**config.mk**
```make
export PLATFORM = sky130hd
export DESIGN_NAME = pc_fetch_unit
export DESIGN_NICKNAME = d
export VERILOG_FILES = /design/src/rtl/pc_fetch_unit.sv
export SDC_FILE = /design/constraint.sdc
export NUM_CORES = 1
export LEC_CHECK = 0
export ABC_AREA = 0
export CORE_MARGIN = 4
export CORE_UTILIZATION = 55
export CTS_BUF_LIST = sky130_fd_sc_hd__clkbuf_4
export DETAILED_ROUTE_END_ITERATION = 10
export PLACE_DENSITY = 0.83
export SLEW_MARGIN = 25
export SYNTH_ARGS = -nofsm -noshare
export SYNTH_HDL_FRONTEND = slang
export SYNTH_SLANG_ARGS = --single-unit
```
**constraint.sdc**
```tcl
create_clock -name clk -period 13.63 [get_ports clk]
set_clock_uncertainty 0.05 [all_clocks]
set_input_delay 2.0445 -clock clk [delete_from_list [all_inputs] [get_ports clk]]
set_output_delay 2.0445 -clock clk [all_outputs]
set_load 0.01 [all_outputs]
```
**src/rtl/pc_fetch_unit.sv**
```systemverilog
// Instruction fetch front end: holds the PC in offset form, reads instruction memory over req/ready,
// and feeds decode through an output register with a one-entry skid buffer.
module pc_fetch_unit #(
  parameter logic [31:0] BASE_ADDR    = 32'h0000_3000,
  parameter logic [31:0] RESET_OFFSET = 32'h0000_0000,
  parameter int          IM_WORDS     = 4096
) (
  input  logic        clk,
  input  logic        reset,
  input  logic        stall,
  input  logic        redirect_valid,
  input  logic [31:0] redirect_pc,
  output logic        im_req,
  output logic [11:0] im_addr,
  input  logic        im_ready,
  input  logic [31:0] im_rdata,
  output logic        if_valid,
  output logic [31:0] if_instr,
  output logic [31:0] if_pc,
  output logic        fetch_fault
);

  localparam logic [31:0] LAST_OFFSET = 32'(4 * IM_WORDS - 4);

  typedef enum logic [1:0] {
    S_BOOT  = 2'd0,
    S_IDLE  = 2'd1,
    S_WAIT  = 2'd2,
    S_FAULT = 2'd3
  } state_t;

  state_t      state;
  logic [31:0] pc_q;
  logic        pend_redir;
  logic [11:0] hold_addr;
  logic        skid_valid;
  logic [31:0] skid_instr;
  logic [31:0] skid_pc;

  logic        xfer;
  logic        out_free;
  logic [31:0] pc_next4;

  function automatic logic legal(input logic [31:0] pc);
    return (pc[1:0] == 2'b00) && (pc <= LAST_OFFSET);
  endfunction

  assign im_req   = (state == S_WAIT);
  // A pending redirect has already replaced pc_q, so the outstanding request keeps its old address.
  assign im_addr  = pend_redir ? hold_addr : pc_q[13:2];
  assign xfer     = im_req && im_ready && !pend_redir;
  assign out_free = !if_valid || !stall;
  assign pc_next4 = pc_q + 32'd4;

  always_ff @(posedge clk or posedge reset) begin
    if (reset) begin
      state       <= S_BOOT;
      pc_q        <= RESET_OFFSET;
      pend_redir  <= 1'b0;
      hold_addr   <= 12'd0;
      skid_valid  <= 1'b0;
      skid_instr  <= 32'd0;
      skid_pc     <= 32'd0;
      if_valid    <= 1'b0;
      if_instr    <= 32'd0;
      if_pc       <= 32'd0;
      fetch_fault <= 1'b0;
    end else if (redirect_valid) begin
      if_valid   <= 1'b0;
      skid_valid <= 1'b0;
      pc_q       <= redirect_pc;
      case (state)
        S_WAIT: begin
          if (im_ready) begin
            pend_redir <= 1'b0;
            state      <= S_IDLE;
          end else if (!pend_redir) begin
            pend_redir <= 1'b1;
            hold_addr  <= pc_q[13:2];
          end
        end
        S_FAULT: begin
          if (legal(redirect_pc)) begin
            fetch_fault <= 1'b0;
            state       <= S_IDLE;
          end
        end
        default: state <= S_IDLE;
      endcase
    end else begin
      if (xfer) begin
        pc_q <= pc_next4;
        if (out_free) begin
          if_valid <= 1'b1;
          if_instr <= im_rdata;
          if_pc    <= pc_q + BASE_ADDR;
        end else begin
          skid_valid <= 1'b1;
          skid_instr <= im_rdata;
          skid_pc    <= pc_q + BASE_ADDR;
        end
      end else if (!stall) begin
        if (skid_valid) begin
          if_valid   <= 1'b1;
          if_instr   <= skid_instr;
          if_pc      <= skid_pc;
          skid_valid <= 1'b0;
        end else begin
          if_valid <= 1'b0;
        end
      end

      case (state)
        S_BOOT: state <= S_IDLE;
        S_IDLE: begin
          if (!legal(pc_q)) begin
            fetch_fault <= 1'b1;
            state       <= S_FAULT;
          end else if (!skid_valid) begin
            state <= S_WAIT;
          end
        end
        S_WAIT: begin
          if (im_ready) begin
            if (pend_redir) begin
              pend_redir <= 1'b0;
              state      <= S_IDLE;
            end else if (out_free && legal(pc_next4)) begin
              state <= S_WAIT;
            end else begin
              // Skid just filled or the next PC is illegal; IDLE sorts out which.
              state <= S_IDLE;
            end
          end
        end
        default: state <= S_FAULT;
      endcase
    end
  end

endmodule

```
Word-level counts from Yosys, hierarchy flattened --
Cells that the tools add are included.
Word-level totals: register bits 178, input bits 69, output and inout bits 79, logic and storage cells 99
Operators by class: add/sub/neg operators 2, magnitude comparators 3, equality and inequality tests 14, muxes and demuxes 40, bitwise operators 3, reductions and logical operators 26
Operators by type and width (number):
- $mux 32 | 10
- $le 32x14->1 const B | 3
- $add 32x14->32 const B | 1
- $add 32x3->32 const B | 1
- $mux 1 | 19
- $mux 2 | 8
- $mux 12 | 1
- $ne 2x1->1 const B | 5
- $reduce_and 3->1 | 3
- $logic_not 2->1 | 4
- $reduce_and 4->1 | 2
- $reduce_bool 2->1 | 4
- $logic_and 1x1->1 | 6
- $ne 3x3->1 const B | 2
- $pmux 2 s3 | 1
- $reduce_and 2->1 | 3
- $eq 2x2->1 const B | 2
- $ne 4x4->1 const B | 1
- $pmux 2 s2 | 1
- $logic_not 1->1 | 3
- $ne 3x1->1 const B | 1
- $ne 3x2->1 const B | 1
- $not 1->1 | 3
- $eq 2x1->1 const B | 1
- 2 further kinds | 2

Longest topological paths before layout --
Gate-level depths: netlist of the first run.
depth after elaboration 9, depth in mapped cells 11, mapped depth without buffers 8

Least setup slack after synthesis of the first run --
No wires, ideal clock.
path type input port to flip-flop, start input port im_ready, end register if_valid, library setup time 0.143 ns, data arrival time 3.472 ns, data required time 13.437 ns, path slack 9.966 ns, stages on the path 8, buffers on the path 4, cell sequence nand3b_1 clkbuf_1 o22ai_1 nand2b_1 clkbuf_1 clkbuf_1 clkbuf_1 o21ai_0
Between the ends: cells in the longest elaborated chain, start to end 4, elaborated cells between the ends (all ways) 7, those cells by class 2 x eq/ne; 2 x mux; 3 x reduce/logical
Ends and longest elaborated chain:
- start: declaration | line 15 | input logic im_ready,
- $logic_and 1x1->1 (*) (2 in series) | line 51 | assign xfer = im_req && im_ready && !pend_redir;
- $ne 3x2->1 (no source line) (tied with other cells)
- $reduce_and 2->1 (no source line) / $mux 1 (equally long branches)
- end signal: assignment | line 64 | if_valid <= 1'b0;
- end signal: assignment | line 69 | if_valid <= 1'b0;
- end signal: assignment | line 94 | if_valid <= 1'b1;
- end: declaration | line 17 | output logic if_valid,
Mark *: on every way between the ends. The rest lies on a longest branch, timed or not. A chain may end at the register's enable or synchronous reset.

Final worst setup path of the first run --
start register pend_redir, end output port im_addr[0]
Between the ends: cells in the longest elaborated chain, start to end 1
Ends and longest elaborated chain:
- start: declaration | line 34 | logic pend_redir;
- start signal: assignment | line 59 | pend_redir <= 1'b0;
- start signal: assignment | line 75 | pend_redir <= 1'b0;
- start signal: assignment | line 78 | pend_redir <= 1'b1;
- $mux 12
- end: declaration | line 14 | output logic [11:0] im_addr,
Every way passes these cells.

==> summary.txt, run 1 <==
Run status
  • Status: finished, final reports clean

Clocking
  • Post-CTS Setup Inserts: 0
  • Clock latency on the worst-skew pair: 0.56 ns
  • Hold buffers post-CTS: 0
  • Clk root buf: clkbuf_4
  • CTS H-tree depth: 4
  • Clock sinks: 178
  • Maximum root-to-sink buffer count: 2
  • CTS tree: yes
  • Post-cts sizing count: 0
  • CTS Buf Count: 17
  • Clk pin slew, worst setup/hold paths: 0.12 ns

Drt
  • Vias per inst: 5.35
  • Antenna viol nets, final: 0
  • Vias: 6,792
  • Aggregate routed wire length: 20,100 um
  • WL/cell: 15.8 um
  • DRC: 0
  • DRT Pass-1 Iters: 5
  • Initial DRC count: 450

Logic synthesis
  • Leading area contributor after synthesis: dfrtp_1
  • FFs w/ async S/R, synth: 100%
  • Cell variety after synth: 44
  • Post-Syn Area: 0.00857 mm2
  • Ys flop type: dfrtp_1
  • Warnings from Yosys: 0
  • Seq cells post-synth: 178
  • Top cell type's share of synthesized area: 51.9%
  • Syn nets: 1,019
  • Number of synthesized flops with an enable pin: 0
  • Gate Count Post-Synth: 946
  • Post-synthesis sequential area ratio: 51.9%
  • Synth area leaders: dfrtp_1, nand2_1, o21ai_0
  • Synthesized area per cell: 9.06 um2

STA
  • Final Hold Viols: 0
  • Max transition margin: 40.7%
  • Crit share post-route: 32.0%
  • Max Transition Viols Final: 0
  • Worst Max-Slew Pin Slew: 0.890 ns
  • Setup-failing EPs final: 0
  • RSZ-0062 raised after global routing: false
  • Fmax: 0.229 GHz
  • Setup_tns: 0 ns
  • Min cycle time layout: 4.36 ns

Cells and area
  • Synthesis-to-finish area growth: 21.4%
  • Share of cells above drive strength 1: 6.81%
  • Post-Layout Cell Count: 1,269
  • Nets: 1,118
  • Final-layout fill cell count: 1,208
  • Post-Layout Inst Area: 0.0104 mm2

Global route
  • Largest net degree at the start of global routing: 130
  • Initial antenna violation count: 0
  • First-pass GRT wire length: 33,100 um
  • Total grt overflow: 0
  • Vias in the first global route: 6,668
  • Tot GR Track Use: 23.0%

Placement
  • DP Cell Count: 1,237
  • DP HPWL: 13,500 um
  • Area after DPL: 0.0101 mm2
  • # port buffers: 147
  • GP Congestion: 0.905

Critical path
  • Setup CP Type: reg2out
  • CP required: 11.54 ns
  • Reg2reg path depth: 7
  • Startpoint Class: flop
  • Crit. End Element: output pin
  • Crit path DAT: 2.27 ns
  • Max FO, Critical Path: 19

Die
  • Row count: 45
  • Core area: 0.0153 mm2
  • DIE HEIGHT: 133 um
  • # IOs: 148
  • Die area: 0.0177 mm2
  • Starting Density: 56.2%
  • Die width: 133 um

Power
  • Total Power Consumption: 0.000961 W
  • Comb pwr share: 8.7%
  • P_sw: 0.000238 W
  • Seq pwr share: 58.3%
  • Clock share of power: 33.0%
  • Sw Share: 24.7%
  • PwrDens: 92.4 mW/mm2
  • Leakage: 4.49 nW
  • Int Pwr: 0.000724 W
  • Max IR drop VDD: 0.0000726 V

Hold path
  • Worst hold path stage count: 2
  • Worst min path class: reg2reg

Flow run
  • Max Cap Violations: 0
==> through the flow <==
step | util [%] | hold WS [ns] | worst slack, ns
floorplan | - | 0.395 | 6.71
global placement | 66.2 | 0.406 | 8.80
detailed placement | 66.2 | 0.411 | 8.70
CTS | 68.1 | 0.441 | 9.25
global route | 68.2 | 0.463 | 9.12
finish | 68.2 | 0.438 | 9.27
==> worst paths after layout <==
| check | startpoint | slack, ns | endpoint |
|---|---|---|---|
| max in group asynchronous | reset | 10.19 | skid_pc[22] |
| min reg2reg | skid_instr[25] | 0.44 | skid_instr[25] |
| max | pend_redir | 9.27 | im_addr[0] |
| min | skid_instr[25] | 0.44 | skid_instr[25] |
| min in group asynchronous | reset | 1.95 | if_instr[16] |
| max reg2reg | pc_q[14] | 10.62 | state[0] |
==> cell usage in the layout, fill, tap and decap left out, types with 4 or more instances in the layout <==
master,instances
a21oi_1,24
clkdlybuf4s50_1,146
inv_1,4
mux2_2,24
and3_1,4
o21ai_0,120
clkbuf_4,18
ha_1,4
nor3_1,12
nor2_1,47
mux2i_1,44
xor2_1,25
bufinv_16,4
nand3_1,15
dfrtp_1,178
and2_1,4
buf_4,6
nand2_1,270
nor2b_1,5
nand4_1,15
xnor2_1,33
nor4_1,11
clkinv_2,7
==> area by class of cell <==
| cell class | count | area, um2 | area share [%] |
|---|---|---|---|
| clock inverter | 13 | 168 | 1.61 |
| clock buffer | 18 | 135 | 1.30 |
| multi-input combinational | 689 | 3830 | 36.8 |
| sequential | 178 | 4450 | 42.8 |
| timing repair buffer | 154 | 1520 | 14.6 |
| antenna | 1 | 2.50 | 0.0240 |
| tap | 211 | 264 | 2.54 |
| inverter | 5 | 26.3 | 0.252 |
==> critical path, cell delays in order, from the launching register on <==
cell and delay [ns]:
dfrtp_1 0.78, nand2_1 0.13, o21ai_0 0.17, clkdlybuf4s50_1 0.63
==> cells by family (layout without fill, tap and decap cells) <==
group           after synthesis  in the layout  synth area share (%)
mux                          68             68                  8.29
compound gates              159            159                  9.69
flops                       178            178                  51.9
other cells                   0              1                     0
buf+inv                      79            190                  3.52
xor+xnor                     58             58                  5.92
fa+ha+maj                     4              4                 0.584
simple gates                400            400                  20.0
==> flip-flops by register name, indices dropped and copies added (netlist names) <==
signal / count
if_valid: 1
skid_instr: 32
if_instr: 32
pend_redir: 1
if_pc: 32
skid_pc: 32
hold_addr: 12
fetch_fault: 1
skid_valid: 1
pc_q: 32
state: 2
==> power groups by stage <==
| stage | registers [W] | clock network, W | logic (W) |
|---|---|---|---|
| 4_1_cts | 0.000560 | 0.000323 | 0.0000851 |
| 5_1_grt | 0.000562 | 0.000345 | 0.0000933 |
| 6_report | 0.000560 | 0.000317 | 0.0000841 |
| 3_5_place_dp | 0.000570 | 0 | 0.0000844 |
| 2_1_floorplan | 0.000551 | 0 | 0.0000589 |
| 3_3_place_gp | 0.000570 | 0 | 0.0000833 |
==> synth_stat cells, types with 4 or more instances <==
cell,number
mux2_2,24
and3_1,4
buf_1,5
ha_1,4
clkbuf_1,65
nor4_1,11
nand4_1,15
o21ai_0,120
nor3_1,13
a21oi_1,24
inv_1,5
dfrtp_1,178
nand3_1,15
nand2_1,270
xnor2_1,33
mux2i_1,44
nor2b_1,5
nor2_1,47
and2_1,4
xor2_1,25
==> layer usage <==
layer | wire [um] | track usage (%) | up-vias
li1 | - | - | 3364
met1 | 8800 | 30.7 | 3203
met2 | 9850 | 37.6 | 178
met3 | 848 | 3.69 | 47
met4 | 560 | 9.64 | 0
met5 | 0 | 0 | -
(Power assumes the default switching activity.)
==> inputs of run 2 (changes only) <==
- clock period: 13.63 -> 4.5 ns (I/O delays scaled with it)
==> summary.txt, run 2 (synthesis gave the netlist of run 1 again) <==
STA
  • Final Hold Viols: 0 (unchanged)
  • Max Transition Viols Final: 0 (unchanged)
  • Setup-failing EPs final: 0 (unchanged)
  • Max transition margin: 41.8% (+1.1 points)
  • Worst Max-Slew Pin Slew: 0.864 ns (-0.0263 ns)
  • Setup_tns: 0 ns (unchanged)
  • Min cycle time layout: 3.05 ns
  • Crit share post-route: 67.9%
  • Fmax: 0.328 GHz
  • Worst setup margin: 1.45 ns (-7.82 ns)
  • RSZ-0062 raised after global routing: false

Die
  • Row count: 45 (unchanged)
  • Die area: 0.0177 mm2 (unchanged)
  • # IOs: 148 (unchanged)
  • DIE HEIGHT: 133 um (unchanged)
  • Starting Density: 56.2% (unchanged)
  • Die width: 133 um (unchanged)
  • Core area: 0.0153 mm2 (unchanged)

Clocking
  • CTS tree: yes
  • Clk root buf: clkbuf_4
  • CTS Buf Count: 17 (unchanged)
  • Maximum root-to-sink buffer count: 2 (unchanged)
  • Clock sinks: 178 (unchanged)
  • CTS H-tree depth: 4 (unchanged)
  • Hold buffers post-CTS: 0 (unchanged)
  • Post-CTS Setup Inserts: 0 (unchanged)
  • Post-cts sizing count: 0 (unchanged)
  • Clk pin slew, worst setup/hold paths: 0.14 ns (+0.02 ns)
  • Clock latency on the worst-skew pair: 0.56 ns (about the same)

Placement
  • GP Congestion: 0.923 (+2.0%)
  • Area after DPL: 0.0101 mm2 (+0.46%)
  • # port buffers: 147 (unchanged)
  • DP HPWL: 14,200 um (+4.8%)
  • Pre-CTS setup slack: 1.45 ns (-7.25 ns)

Hold path
  • Worst min path class: in2async

Critical path
  • Crit path cell chain: nand4_1 -> nor4_1 -> nand4_1 -> xor2_1 -> o221ai_1 -> or4_1 -> and2_1
  • Reg2reg path depth: 7 (unchanged)
  • Crit. End Element: flop
  • CP required: 4.90 ns (-6.64 ns)
  • Crit path DAT: 3.45 ns (+1.18 ns)
  • Crit-path slowest cell: or4_1
  • Delay-heaviest family, CP: simple AND/OR/NAND/NOR gates
  • Crit-path most repeated cell: nand4_1
  • Startpoint Class: flop
  • CP Depth: 7 (+4)
  • Worst R2R Setup Slack: 1.45 ns (-9.17 ns)
  • Setup CP Type: reg2reg
  • Max FO, Critical Path: 9 (-10)
  • Delay of the slowest critical-path stage: 0.61 ns (-0.17 ns)
  • Crit path buf inv count: 0 (-1)

Drt
  • DRT Pass-1 Iters: 5 (unchanged)
  • Initial DRC count: 500 (+11%)
  • Aggregate routed wire length: 20,400 um (+1.7%)
  • Vias: 6,905 (+1.7%)
  • Vias per inst: 5.44 (+1.6%)
  • WL/cell: 16.1 um (+1.7%)
  • Antenna viol nets, final: 0 (unchanged)
  • DRC: 0 (unchanged)

Cells and area
  • Synthesis-to-finish area growth: 21.6%
  • Most frequent cells in the layout: nand2_1, dfrtp_1, clkdlybuf4s50_1
  • Nets: 1,121 (+0.27%)
  • Ant diodes: 0 (-1)
  • Commonest non-fill, non-tap cell in the layout: nand2_1
  • Share of cells above drive strength 1: 6.89% (+0.082 points)
  • Post-Layout Inst Area: 0.0104 mm2 (+0.20%)

Global route
  • Tot GR Track Use: 23.6% (+0.59 points)
  • Vias in the first global route: 6,821 (+2.3%)
  • Initial antenna violation count: 0 (unchanged)
  • Total grt overflow: 0 (unchanged)
  • Largest net degree at the start of global routing: 125 (-3.8%)
  • First-pass GRT wire length: 34,000 um (+2.9%)

Power
  • PwrDens: 276 mW/mm2 (+200%)
  • Leakage: 4.49 nW (about the same)
  • Max IR drop VDD: 0.000189 V (+160%)

Run status
  • Status: finished, final reports clean

Flow run
  • Max Cap Violations: 0 (unchanged)
-- run 2: area by class of cell --
class,instances,area (um2)
Fill cell,1225,4830
Sequential cell,178,4450
Multi-Input combinational cell,689,3830
Timing Repair Buffer,157,1570
Tap cell,211,264
Clock buffer,20,150
Clock inverter,10,136
Inverter,5,22.5
-- run 2: where the power goes --
group          switching (W)  internal [W]  total [W]
sequential         0.0000727       0.00163    0.00170
combinational       0.000125      0.000133   0.000258
clock               0.000530      0.000397   0.000927
-- run 2: worst paths after layout --
path / from / end
max in group asynchronous: reset / fetch_fault
worst min-delay path: reset / if_instr[13]
worst min register to register: skid_instr[9] / skid_instr[9]
worst max-delay path: pc_q[14] / state[0]
worst max register to register: pc_q[14] / state[0]
min in group clk: skid_instr[9] / skid_instr[9]
-- run 2: routing by layer --
layer	GRT usage (%)	routed length [um]	vias to the layer above
li1	-	-	3359
met5	0	0	-
met2	38.9	10100	225
met4	8.26	468	0
met3	4.22	888	34
met1	31.6	8940	3287
-- run 2: stage by stage --
| stage | hold slack [ns] | std cells | utilization (%) | total power (W) |
|---|---|---|---|---|
| floorplan | 0.395 | 946 | - | 0.00185 |
| global placement | 0.406 | 1240 | 66.5 | 0.00198 |
| detailed placement | 0.411 | 1240 | 66.5 | 0.00198 |
| CTS | 0.338 | 1270 | 68.3 | 0.00290 |
| global route | 0.333 | 1270 | 68.3 | 0.00301 |
| finish | 0.363 | 1270 | 68.3 | 0.00288 |
